**src/rtl/seq_multiplier.sv**
```systemverilog
// Sequential shift-add multiplier: WIDTH RUN cycles, one-cycle done pulse, registered product.
// Optional macro SEQ_MULT_SIGNED_EN adds a 'sgn' port for two's-complement operands.
module seq_multiplier #(
    parameter int WIDTH = 4
) (
    input  logic               clk,
    input  logic               rst_n,
    input  logic               start,
    input  logic [WIDTH-1:0]   A,
    input  logic [WIDTH-1:0]   B,
`ifdef SEQ_MULT_SIGNED_EN
    input  logic               sgn,
`endif
    output logic               busy,
    output logic               done,
    output logic [2*WIDTH-1:0] Prod
);

    localparam int CW = (WIDTH > 2) ? $clog2(WIDTH) : 1;
    localparam logic [CW-1:0] LAST_STEP = CW'(WIDTH - 1);

    typedef enum logic [1:0] {
        IDLE,
        RUN,
        DONE
    } state_t;

    state_t               state;
    state_t               next_state;
    logic [2*WIDTH-1:0]   mcand;
    logic [WIDTH-1:0]     mplier;
    logic [2*WIDTH-1:0]   acc;
    logic [CW-1:0]        cnt;
    logic [WIDTH-1:0]     a_mag;
    logic [WIDTH-1:0]     b_mag;
    logic [2*WIDTH-1:0]   sum;
    logic [2*WIDTH-1:0]   result;
    logic                 accept;
    logic                 last_step;
`ifdef SEQ_MULT_SIGNED_EN
    logic                 neg;
    logic                 neg_next;
`endif

    assign accept    = start && (state == IDLE || state == DONE);
    assign last_step = (state == RUN) && (cnt == LAST_STEP);
    assign sum       = acc + (mplier[0] ? mcand : '0);
    assign busy      = (state == RUN);
    assign done      = (state == DONE);

    // Signed mode works on magnitudes; the most negative value's magnitude fits as unsigned.
`ifdef SEQ_MULT_SIGNED_EN
    assign a_mag    = (sgn && A[WIDTH-1]) ? (~A + 1'b1) : A;
    assign b_mag    = (sgn && B[WIDTH-1]) ? (~B + 1'b1) : B;
    assign neg_next = sgn && (A[WIDTH-1] ^ B[WIDTH-1]);
    assign result   = neg ? (~sum + 1'b1) : sum;
`else
    assign a_mag  = A;
    assign b_mag  = B;
    assign result = sum;
`endif

    always_comb begin
        next_state = state;
        case (state)
            IDLE:    if (start) next_state = RUN;
            RUN:     if (cnt == LAST_STEP) next_state = DONE;
            DONE:    next_state = start ? RUN : IDLE;
            default: next_state = IDLE;
        endcase
    end

    // The final step's sum goes straight into Prod so DONE lands WIDTH+1 clocks after start.
    always_ff @(posedge clk) begin
        if (!rst_n) begin
            state  <= IDLE;
            mcand  <= '0;
            mplier <= '0;
            acc    <= '0;
            cnt    <= '0;
            Prod   <= '0;
`ifdef SEQ_MULT_SIGNED_EN
            neg    <= 1'b0;
`endif
        end else begin
            state <= next_state;
            if (accept) begin
                mcand  <= {{WIDTH{1'b0}}, a_mag};
                mplier <= b_mag;
                acc    <= '0;
                cnt    <= '0;
`ifdef SEQ_MULT_SIGNED_EN
                neg    <= neg_next;
`endif
            end else if (state == RUN) begin
                acc    <= sum;
                mcand  <= mcand << 1;
                mplier <= mplier >> 1;
                cnt    <= cnt + 1'b1;
            end
            if (last_step) begin
                Prod <= result;
            end
        end
    end

endmodule

```
**config.mk**
```make
export PLATFORM = sky130hd
export DESIGN_NAME = seq_multiplier
export DESIGN_NICKNAME = d
export VERILOG_FILES = /design/src/rtl/seq_multiplier.sv
export SDC_FILE = /design/constraint.sdc
export NUM_CORES = 1
export LEC_CHECK = 0
export BUFFER_PORTS_ARGS = -buffer_cell sky130_fd_sc_hd__buf_4
export CAP_MARGIN = 25
export CELL_PAD_IN_SITES_DETAIL_PLACEMENT = 0
export CELL_PAD_IN_SITES_GLOBAL_PLACEMENT = 1
export CORE_MARGIN = 2
export CORE_UTILIZATION = 42
export DETAILED_ROUTE_END_ITERATION = 12
export GPL_TIMING_DRIVEN = 0
export PLACE_DENSITY = 0.78
export SLEW_MARGIN = 20
export SYNTH_ARGS = -nofsm -noshare
export SYNTH_HDL_FRONTEND = slang
export SYNTH_SLANG_ARGS = --single-unit
```
**constraint.sdc**
```tcl
create_clock -name clk -period 2.5 [get_ports clk]
set_input_delay 0.5 -clock clk [delete_from_list [all_inputs] [get_ports clk]]
set_output_delay 0.5 -clock clk [all_outputs]
set_load 0.005 [all_outputs]
```
; After elaboration in Yosys (flattened, before gate mapping)
; Cells that the tools add are included.
[classes]
n_addsub = 2
n_eq_ne = 5
muxes = 9
bitwise_logic = 1
n_reduce_logical = 7
[ops]
columns = cell, count
row1 = 2-to-1 mux 4 bit, 4
row2 = adder 8 bit, 1
row3 = 2-to-1 mux 8 bit, 1
row4 = case mux 2 bit (3 select lines), 1
row5 = "equality test 2 bit, second input constant", 2
row6 = 2-to-1 mux 2 bit, 2
row7 = "adder 2 x 1 -> 2 bit, second input constant", 1
row8 = "equality test 2 x 1 -> 1 bit, second input constant", 1
row9 = logical AND 1 bit, 2
row10 = logical NOT 2 bit, 1
row11 = "!= test 2 x 1 -> 1 bit, second input constant", 1
row12 = "!= test 2 bit, second input constant", 1
row13 = AND reduction 2 bit, 1
row14 = nonzero test 2 bit, 1
row15 = OR reduction 2 bit, 1
row16 = logical OR 1 bit, 1
row17 = 2-to-1 mux 1 bit, 1
row18 = inverter 1 bit, 1
[totals]
reg_bits = 32
output_inout_bits = 10
wordCells = 31

; Depth between registers and ports, before layout
; Gate-level depths: netlist (run 1).
[logic_depth]
depth_word = 4
depth_mapped = 8

; Least setup slack after synthesis (run 1)
; Ideal clock, no wire load.
[synth_timing]
path_kind = register to register
startpoint = register mplier[0]
endpoint = register Prod[6]
setup_time_ns = 0.121
t_arrival_ns = 1.752
t_required_ns = 2.379
slack_ns = 0.627
path_stages_with_launch = 9
path_buffers = 0
path_cell_list = dfxtp_1 > and2_1 > ha_1 > inv_1 > fa_1 > nor2b_1 > o31ai_2 > a211oi_2 > o21ai_1
[synth_between]
elab_chain_len = 2
[synth_rtl]
columns = item, line
row1 = from (decl), 31  ; logic [WIDTH-1:0] mplier;
row2 = from (signal assigned), 89  ; mplier <= b_mag;
row3 = from (signal assigned), 98  ; mplier <= mplier >> 1;
row4 = 2-to-1 mux 8 bit, 47  ; assign sum = acc + (mplier[0] ? mcand : '0);
row5 = adder 8 bit, 47
row6 = to (signal assigned), 102  ; Prod <= result;
row7 = to (decl), 16  ; output logic [2*WIDTH-1:0] Prod
; Every way passes these cells.
; A chain may end at the register's enable or synchronous reset.

; Final worst setup path (run 1)
; Same ends and word-level chain as after synthesis.

==> results of run 1 <==
==> how the worst max path moves through the flow <==
stage / from / end / slack, ns / depth (start not counted)
after floorplan: mplier[0]$_SDFFE_PN0P_ / Prod[6]$_SDFFE_PN0P_ / 0.63 / 8
after global placement: mplier[0]$_SDFFE_PN0P_ / Prod[6]$_SDFFE_PN0P_ / 0.32 / 8
after detailed placement: mplier[0]$_SDFFE_PN0P_ / Prod[6]$_SDFFE_PN0P_ / 0.25 / 8
after CTS: mplier[0]$_SDFFE_PN0P_ / Prod[6]$_SDFFE_PN0P_ / 0.23 / 8
after global routing: mplier[0]$_SDFFE_PN0P_ / Prod[6]$_SDFFE_PN0P_ / 0.08 / 8
final: mplier[0]$_SDFFE_PN0P_ / Prod[6]$_SDFFE_PN0P_ / 0.23 / 8
==> cells in the mapped netlist, drive strengths merged, types with 4 or more instances <==
| cell | number | area (sq um) |
|---|---|---|
| a21oi | 11 | 55.1 |
| o211ai | 5 | 42.5 |
| nor2 | 15 | 56.3 |
| nor2b | 4 | 25.0 |
| o221ai | 4 | 35.0 |
| buf | 7 | 37.5 |
| a21boi | 4 | 30.0 |
| nand2 | 35 | 131 |
| o21ai | 7 | 35.0 |
| dfxtp | 32 | 641 |
| and2 | 9 | 56.3 |
| nand3 | 10 | 50.1 |
| a211oi | 5 | 47.5 |
| inv | 6 | 22.5 |
| ha | 8 | 100 |
==> metal layers <==
layer | vias up | part of all wire, % | GRT usage [%]
met1 | 672 | 44 | 22.8
met2 | 36 | 49 | 33.8
met5 | - | 0 | 0
met4 | 0 | 2.3 | 8.67
met3 | 9 | 5.3 | 5.57
li1 | 731 | - | -
==> kinds of logic after synthesis <==
group                      after synthesis  synth area share (%)
buffers and inverters                   15                  4.10
AOI/OAI and AO/OA                       47                  21.4
and+or+nand+nor                         86                  25.5
muxes                                    2                  1.21
adders and majority gates                9                  7.29
DFF                                     32                  38.9
xor gates and xnor gates                 3                  1.59
==> critical path, delay by kind of cell, from the launching register on <==
family | cells | cell delay, ns
flops | 1 | 0.47
buf+inv | 1 | 0.07
compound gates | 3 | 0.56
fa+ha+maj | 2 | 0.62
simple gates | 2 | 0.42
==> area by class of cell <==
type | count | share of cell area, %
flip-flops and latches | 32 | 32.6
repair buffers | 20 | 7.64
well taps | 48 | 3.06
clock inverters | 2 | 1.78
plain buffers | 9 | 2.29
inverters | 6 | 1.15
multi-input cells | 147 | 47.8
clock buffers | 6 | 3.69
==> where the power goes <==
| group | switching, mW | total [mW] | internal, mW |
|---|---|---|---|
| Sequential | 0.0146 | 0.542 | 0.527 |
| Combinational | 0.0638 | 0.111 | 0.0473 |
| Clock | 0.190 | 0.486 | 0.295 |
| Total | 0.269 | 1.14 | 0.870 |
==> registers in the layout, indices dropped and copies added, names as in the netlist <==
name    cells
mcand       8
Prod        8
acc         8
cnt         2
state       2
mplier      4
==> per-stage QoR <==
step | power [mW] | util [%] | cell area [sq um]
6_report | 1.14 | 52.9 | 1970
5_1_grt | 1.19 | 52.9 | 1970
4_1_cts | 1.15 | 52.9 | 1970
3_5_place_dp | 0.664 | 50.0 | 1860
3_3_place_gp | 0.662 | 50.0 | 1860
2_1_floorplan | 0.625 | - | 1650
==> impl_metrics.toml, run 1 <==
[clock_tree]
htree_levels = 2
clock-sinks = 32
post_cts.repair.setup_buffers = 0
cts.repair.resized = 0
clock_path_buffers = 2
holdBufCountCts = 0
cts_buffers = 5
root_buffer = "clkbuf_8"
cts.clk_slew.worst_paths_ns = 0.06
insertion_delay_ns = 0.29
cts_tree = "yes"

[hold_path]
holdPathEnd = "mplier[2]$_SDFFE_PN0P_"
hold_path_depth = 2
hold_path.class = "input port to flip-flop"
hp-start = "B[2]"

[sta]
fin_setup_tns_ns = 0
setup_viol = 0
setup_slack_ns = 0.230
rsz0062_at_grt = "no"
tightest_slew_ns = 0.477
finalClockSkew_ns = 0.00792
fin_crit_ns = 2.27
fin_hold_ws_ns = 0.450
slew_violations = 0
fin_crit_sh_pct = 90.8
final-hold-violation-count = 0
fmax_ghz = 0.441
max-slew-margin-rel_pct = 68.2

[cells_and_area]
stdcell_count = 270
layout-area-overhead-vs-synth_pct = 19.3
layout_common_cells = "nand2_1 (35), dfxtp_1 (32), buf_4 (21), nor2_1 (15), a21oi_1 (11)"
drive_gt1_share_pct = 20.7
ff_latch_area_sq_um = 641
antenna_cells = 0
multi_input_area_sq_um = 940
layout_commonest_cell = "nand2_1"
fin_nets = 241
fill_cells = 367

[logic_synthesis]
avgSynthCellArea_sq_um = 8.49
yosysSeqAreaShare_pct = 38.9
ys_seq_elements = 32
synth_edf_count = 0
synth-main-ff-cell = "dfxtp_1"
synthDistinctLibCells = 40
netlist_instances = 194
async_flop_share_pct = 0
syn_nets = 214
synth_area_sq_um = 1650
yosys_warnings = 0

[floorplanning]
dieHeight_um = 66.6
coreArea_sq_um = 3720
rows = 22
dieArea_sq_um = 4440
die_w_um = 66.6
top_level_ports = 21
initial_core_util_pct = 44.3

[global_routing]
track_usage_pct = 19.7
antenna_found_initial = 0
grt_pass1_vias = 1376
grt_max_degree = 11
grt_pass1_wl_um = 6410
overflow = 0

[setup_path]
cp-end-kind = "flip-flop"
crit_required_ns = 2.66
start_kind = "flip-flop"
path_cells = "and2_1 > ha_1 > inv_1 > fa_1 > nor2b_1 > o31ai_2 > a211oi_2 > o21ai_1"
crit_fanout = 9
worst_path_largest_cell_delay_ns = 0.47
rr_worst_depth = 8
rr_endpoint = "Prod[6]$_SDFFE_PN0P_"
r2r_setup_slack_ns = 0.23
critical_path_class = "flip-flop to flip-flop"
cpMaxStageDelayCell = "dfxtp_1"
r2r_start = "mplier[0]$_SDFFE_PN0P_"
critPathArrivalTime_ns = 2.43

[detailed_routing]
drt_first_pass_iters = 4
viasPerCell = 5.36
wl_per_cell_um = 14.2
vias = 1448
ant_nets = 0
drcViolationCount = 0
drt-initial-drc-count = 52
totalWireLength_um = 3840

[place]
place.gp.congestion = 0.848
portBuffers = 20
post-place-cells = 262
place_hpwl_um = 2940
dpl_worst_slack_ns = 0.247

[job]
maxCapViolCount = 0

[run_status]
status = "finished clean"

[pwr]
peakVddDrop_mv = 0.306
power_leakage_nw = 0.860
p_per_area_nw_per_um2 = 579
Power figures use the tool's default switching activity.
==> run 2, diff against run 1 <==
Settings changed: BUFFER_PORTS_ARGS -buffer_cell sky130_fd_sc_hd__buf_4 to default, CORE_UTILIZATION 42 to 46, DONT_BUFFER_PORTS from default to 1.
==> impl_metrics.toml, run 2 (synthesized netlist as in run 1, its figures left out) <==
[global_routing]
overflow = 0
grt_max_degree = 11
antenna_found_initial = 0
track_usage_pct = 20.3
grt_pass1_wl_um = 6370
grt_pass1_vias = 1376

[run_status]
status = "finished clean"

[sta]
fin_setup_tns_ns = 0
fin_crit_ns = 2.24
final-hold-violation-count = 0
rsz0062_at_grt = "no"
max-slew-margin-rel_pct = 60.8
fmax_ghz = 0.446
fin_hold_ws_ns = 0.308
finalClockSkew_ns = 0.00572
slew_violations = 0
tightest_slew_ns = 0.588
setup_viol = 0
fin_crit_sh_pct = 89.7
setup_slack_ns = 0.257

[detailed_routing]
wl_per_cell_um = 14.8
viasPerCell = 5.54
totalWireLength_um = 3670
drt_first_pass_iters = 4
drcViolationCount = 0
ant_nets = 0
vias = 1373
drt-initial-drc-count = 63

[setup_path]
cp-end-kind = "flip-flop"
critical_path_class = "flip-flop to flip-flop"
crit_fanout = 9
rr_worst_depth = 8
cpMaxStageDelayCell = "dfxtp_1"
worst_path_largest_cell_delay_ns = 0.49
start_kind = "flip-flop"
path_cells = "and2_1 > ha_1 > inv_1 > fa_1 > nor2b_1 > o31ai_2 > a211oi_2 > o21ai_1"
crit_required_ns = 2.73
critPathArrivalTime_ns = 2.47

[clock_tree]
clock-sinks = 32
cts_buffers = 5
cts.clk_slew.worst_paths_ns = 0.10
root_buffer = "clkbuf_4"
holdBufCountCts = 0
cts_tree = "yes"
htree_levels = 2
insertion_delay_ns = 0.34
clock_path_buffers = 2
post_cts.repair.setup_buffers = 0
cts.repair.resized = 0

[cells_and_area]
layout_commonest_cell = "nand2_1"
layout_common_cells = "nand2_1 (35), dfxtp_1 (32), nor2_1 (15), a21oi_1 (11), nand3_1 (10)"
fill_cells = 342
antenna_cells = 0
reg_top3 = "Prod (8), acc (8), mcand (8)"
drive_gt1_share_pct = 13.4
fin_nets = 221
layout-area-overhead-vs-synth_pct = 7.21
stdcell_count = 248

[floorplanning]
dieHeight_um = 63.9
initial_core_util_pct = 48.6
dieArea_sq_um = 4080
rows = 21
coreArea_sq_um = 3390
die_w_um = 63.9
top_level_ports = 21

[place]
post-place-cells = 240
dpl_worst_slack_ns = 0.244
portBuffers = 0
place_hpwl_um = 2760
place.gp.congestion = 0.775

[pwr]
power_leakage_nw = 0.740
p_per_area_nw_per_um2 = 540
peakVddDrop_mv = 0.387

[hold_path]
hold_path.class = "input port to flip-flop"
hold_path_depth = 2

[job]
maxCapViolCount = 0
## run 2: cell count changes in the layout (fill, tap and decap cells not counted), sizes merged
cell,change
buf,-20
bufinv,-1
clkinv,+1
## run 2: metrics by stage
stage / power [mW] / util (%) / cell area [sq um]
after floorplan: 0.625 / - / 1650
after global placement: 0.649 / 50.3 / 1710
after detailed placement: 0.652 / 50.3 / 1710
after CTS: 0.963 / 52.1 / 1770
after global routing: 1.00 / 52.1 / 1770
final: 0.954 / 52.1 / 1770
## run 2: per-layer routing
metal	vias to the layer above	share of wire (%)	GRT usage, %
met3	5	5.1	5.28
met1	642	48	25.1
li1	698	-	-
met4	0	1.1	9.24
met5	-	0	0
met2	28	46	32.9
## run 2: area by class of cell
class | count | area (sq um) | share of cell area, %
flip-flops and latches | 32 | 641 | 36.3
multi-input cells | 147 | 940 | 53.2
inverters | 6 | 22.5 | 1.27
clock buffers | 6 | 51.3 | 2.90
plain buffers | 9 | 45.0 | 2.55
clock inverters | 2 | 10.0 | 0.567
well taps | 46 | 57.6 | 3.26
## run 2: worst max-delay path: cells and delay by family, from the launching register on
kind	cells	cell delay [ns]
buffers and inverters	1	0.07
AOI/OAI and AO/OA	3	0.54
DFF	1	0.49
and+or+nand+nor	2	0.44
adders and majority gates	2	0.60
## run 2: worst paths after layout
kind	from	end	slack (ns)
max	mplier[0]$_SDFFE_PN0P_	Prod[6]$_SDFFE_PN0P_	0.26
min	B[3]	mplier[3]$_SDFFE_PN0P_	0.31
max reg2reg	mplier[0]$_SDFFE_PN0P_	Prod[6]$_SDFFE_PN0P_	0.26
min reg2reg	acc[3]$_SDFFE_PP0P_	acc[3]$_SDFFE_PP0P_	0.47
## run 2: power by group
part	switching [mW]	internal [mW]
clock	0.180	0.134
sequential	0.0146	0.527
combinational	0.0627	0.0363
total	0.257	0.696
==> run 3, diff against run 2 <==
Settings changed: CELL_PAD_IN_SITES_DETAIL_PLACEMENT 0 to 2, CELL_PAD_IN_SITES_GLOBAL_PLACEMENT 1 to 2, CORE_UTILIZATION 46 to 37.
==> impl_metrics.toml, run 3 (synthesized netlist as in run 1, its figures left out) <==
[run_status]
status = "finished clean"

[global_routing]
grt_pass1_vias = 1654
track_usage_pct = 20.6
antenna_found_initial = 0
grt_pass1_wl_um = 8020
overflow = 0
grt_max_degree = 11

[place]
dpl_worst_slack_ns = 0.253
place_hpwl_um = 3530
post-place-cells = 246
portBuffers = 0
place.gp.congestion = 0.842
dpl_cell_area_sq_um = 1710

[clock_tree]
root_buffer = "clkbuf_8"
insertion_delay_ns = 0.29
holdBufCountCts = 0
cts_buffers = 5
cts.clk_slew.worst_paths_ns = 0.08
cts.repair.resized = 0
htree_levels = 2
clock_path_buffers = 2
post_cts.repair.setup_buffers = 0
cts_tree = "yes"
clock-sinks = 32

[floorplanning]
dieHeight_um = 70.7
initial_core_util_pct = 38.1
top_level_ports = 21
die_w_um = 70.7
rows = 24
coreArea_sq_um = 4320
dieArea_sq_um = 5000

[setup_path]
path_cells = "and2_1 > ha_1 > inv_1 > fa_1 > nor2b_1 > o31ai_2 > a211oi_2 > o21ai_1"
critPathArrivalTime_ns = 2.45
worst_path_largest_cell_delay_ns = 0.50
start_kind = "flip-flop"
cpMaxStageDelayCell = "dfxtp_1"
crit_required_ns = 2.68
cp-end-kind = "flip-flop"
critical_path_class = "flip-flop to flip-flop"
crit_fanout = 9

[sta]
rsz0062_at_grt = "no"
fin_crit_ns = 2.27
fin_hold_ws_ns = 0.364
finalClockSkew_ns = 0.0106
fin_setup_tns_ns = 0
max-slew-margin-rel_pct = 61.3
fmax_ghz = 0.441
fin_crit_sh_pct = 90.7
slew_violations = 0
setup_slack_ns = 0.231
tightest_slew_ns = 0.580
final-hold-violation-count = 0
setup_viol = 0

[cells_and_area]
fin_nets = 221
drive_gt1_share_pct = 12.9
reg_top3 = "Prod (8), acc (8), mcand (8)"
layout_commonest_cell = "nand2_1"
stdcell_area_sq_um = 1820
layout_common_cells = "nand2_1 (35), dfxtp_1 (32), nor2_1 (15), a21oi_1 (11), nand3_1 (10)"
antenna_cells = 0
layout-area-overhead-vs-synth_pct = 10.5
stdcell_count = 254

[pwr]
peakVddDrop_mv = 0.219
power_leakage_nw = 0.757
p_per_area_nw_per_um2 = 631

[detailed_routing]
wl_per_cell_um = 18.8
drcViolationCount = 0
viasPerCell = 5.68
ant_nets = 0
drt_first_pass_iters = 4
drt-initial-drc-count = 37
totalWireLength_um = 4780
vias = 1443

[job]
maxCapViolCount = 0

[hold_path]
hold_path.class = "input port to flip-flop"
## run 3: changes by cell type in the layout (fill, tap and decap cells not counted), sizes merged
| cell | delta |
|---|---|
| clkinv | -1 |
| bufinv | +1 |
## run 3: worst paths after layout
kind	from	to	slack (ns)	depth (start not counted)
min reg2reg	mcand[7]$_SDFFE_PP0P_	mcand[7]$_SDFFE_PP0P_	0.47	2
min	B[2]	mplier[2]$_SDFFE_PN0P_	0.36	1
max reg2reg	mplier[0]$_SDFFE_PN0P_	Prod[6]$_SDFFE_PN0P_	0.23	8
max	mplier[0]$_SDFFE_PN0P_	Prod[6]$_SDFFE_PN0P_	0.23	8
## run 3: layout make-up
class	instances	area [sq um]
fill	498	2500
multi-input combinational	147	940
sequential	32	641
clock buffer	6	72.6
tap	52	65.1
buffer	9	45.0
clock inverter	2	35.0
inverter	6	22.5
## run 3: routing by layer
| layer | share of wire [%] | vias to the layer above | GRT usage (%) |
|---|---|---|---|
| met5 | 0 | - | 0 |
| met4 | 2.4 | 0 | 7.97 |
| met3 | 4.9 | 13 | 5.98 |
| met2 | 51 | 30 | 37.3 |
| met1 | 41 | 707 | 22.7 |
| li1 | - | 693 | - |
## run 3: stage by stage
step | util, % | power [mW]
after global routing | 42.1 | 1.20
after floorplan | - | 0.625
after CTS | 42.1 | 1.16
after detailed placement | 39.6 | 0.660
after global placement | 39.6 | 0.652
final | 42.1 | 1.15
## run 3: power breakdown
group | switching, mW | internal, mW
clock network | 0.205 | 0.296
registers | 0.0161 | 0.527
logic | 0.0689 | 0.0366
total | 0.290 | 0.859
## run 3: worst max-delay path, delay by kind of cell (launching register included)
| family | cells | cell delay [ns] |
|---|---|---|
| fa+ha+maj | 2 | 0.64 |
| flops | 1 | 0.50 |
| compound gates | 3 | 0.50 |
| simple gates | 2 | 0.45 |
| buf+inv | 1 | 0.08 |
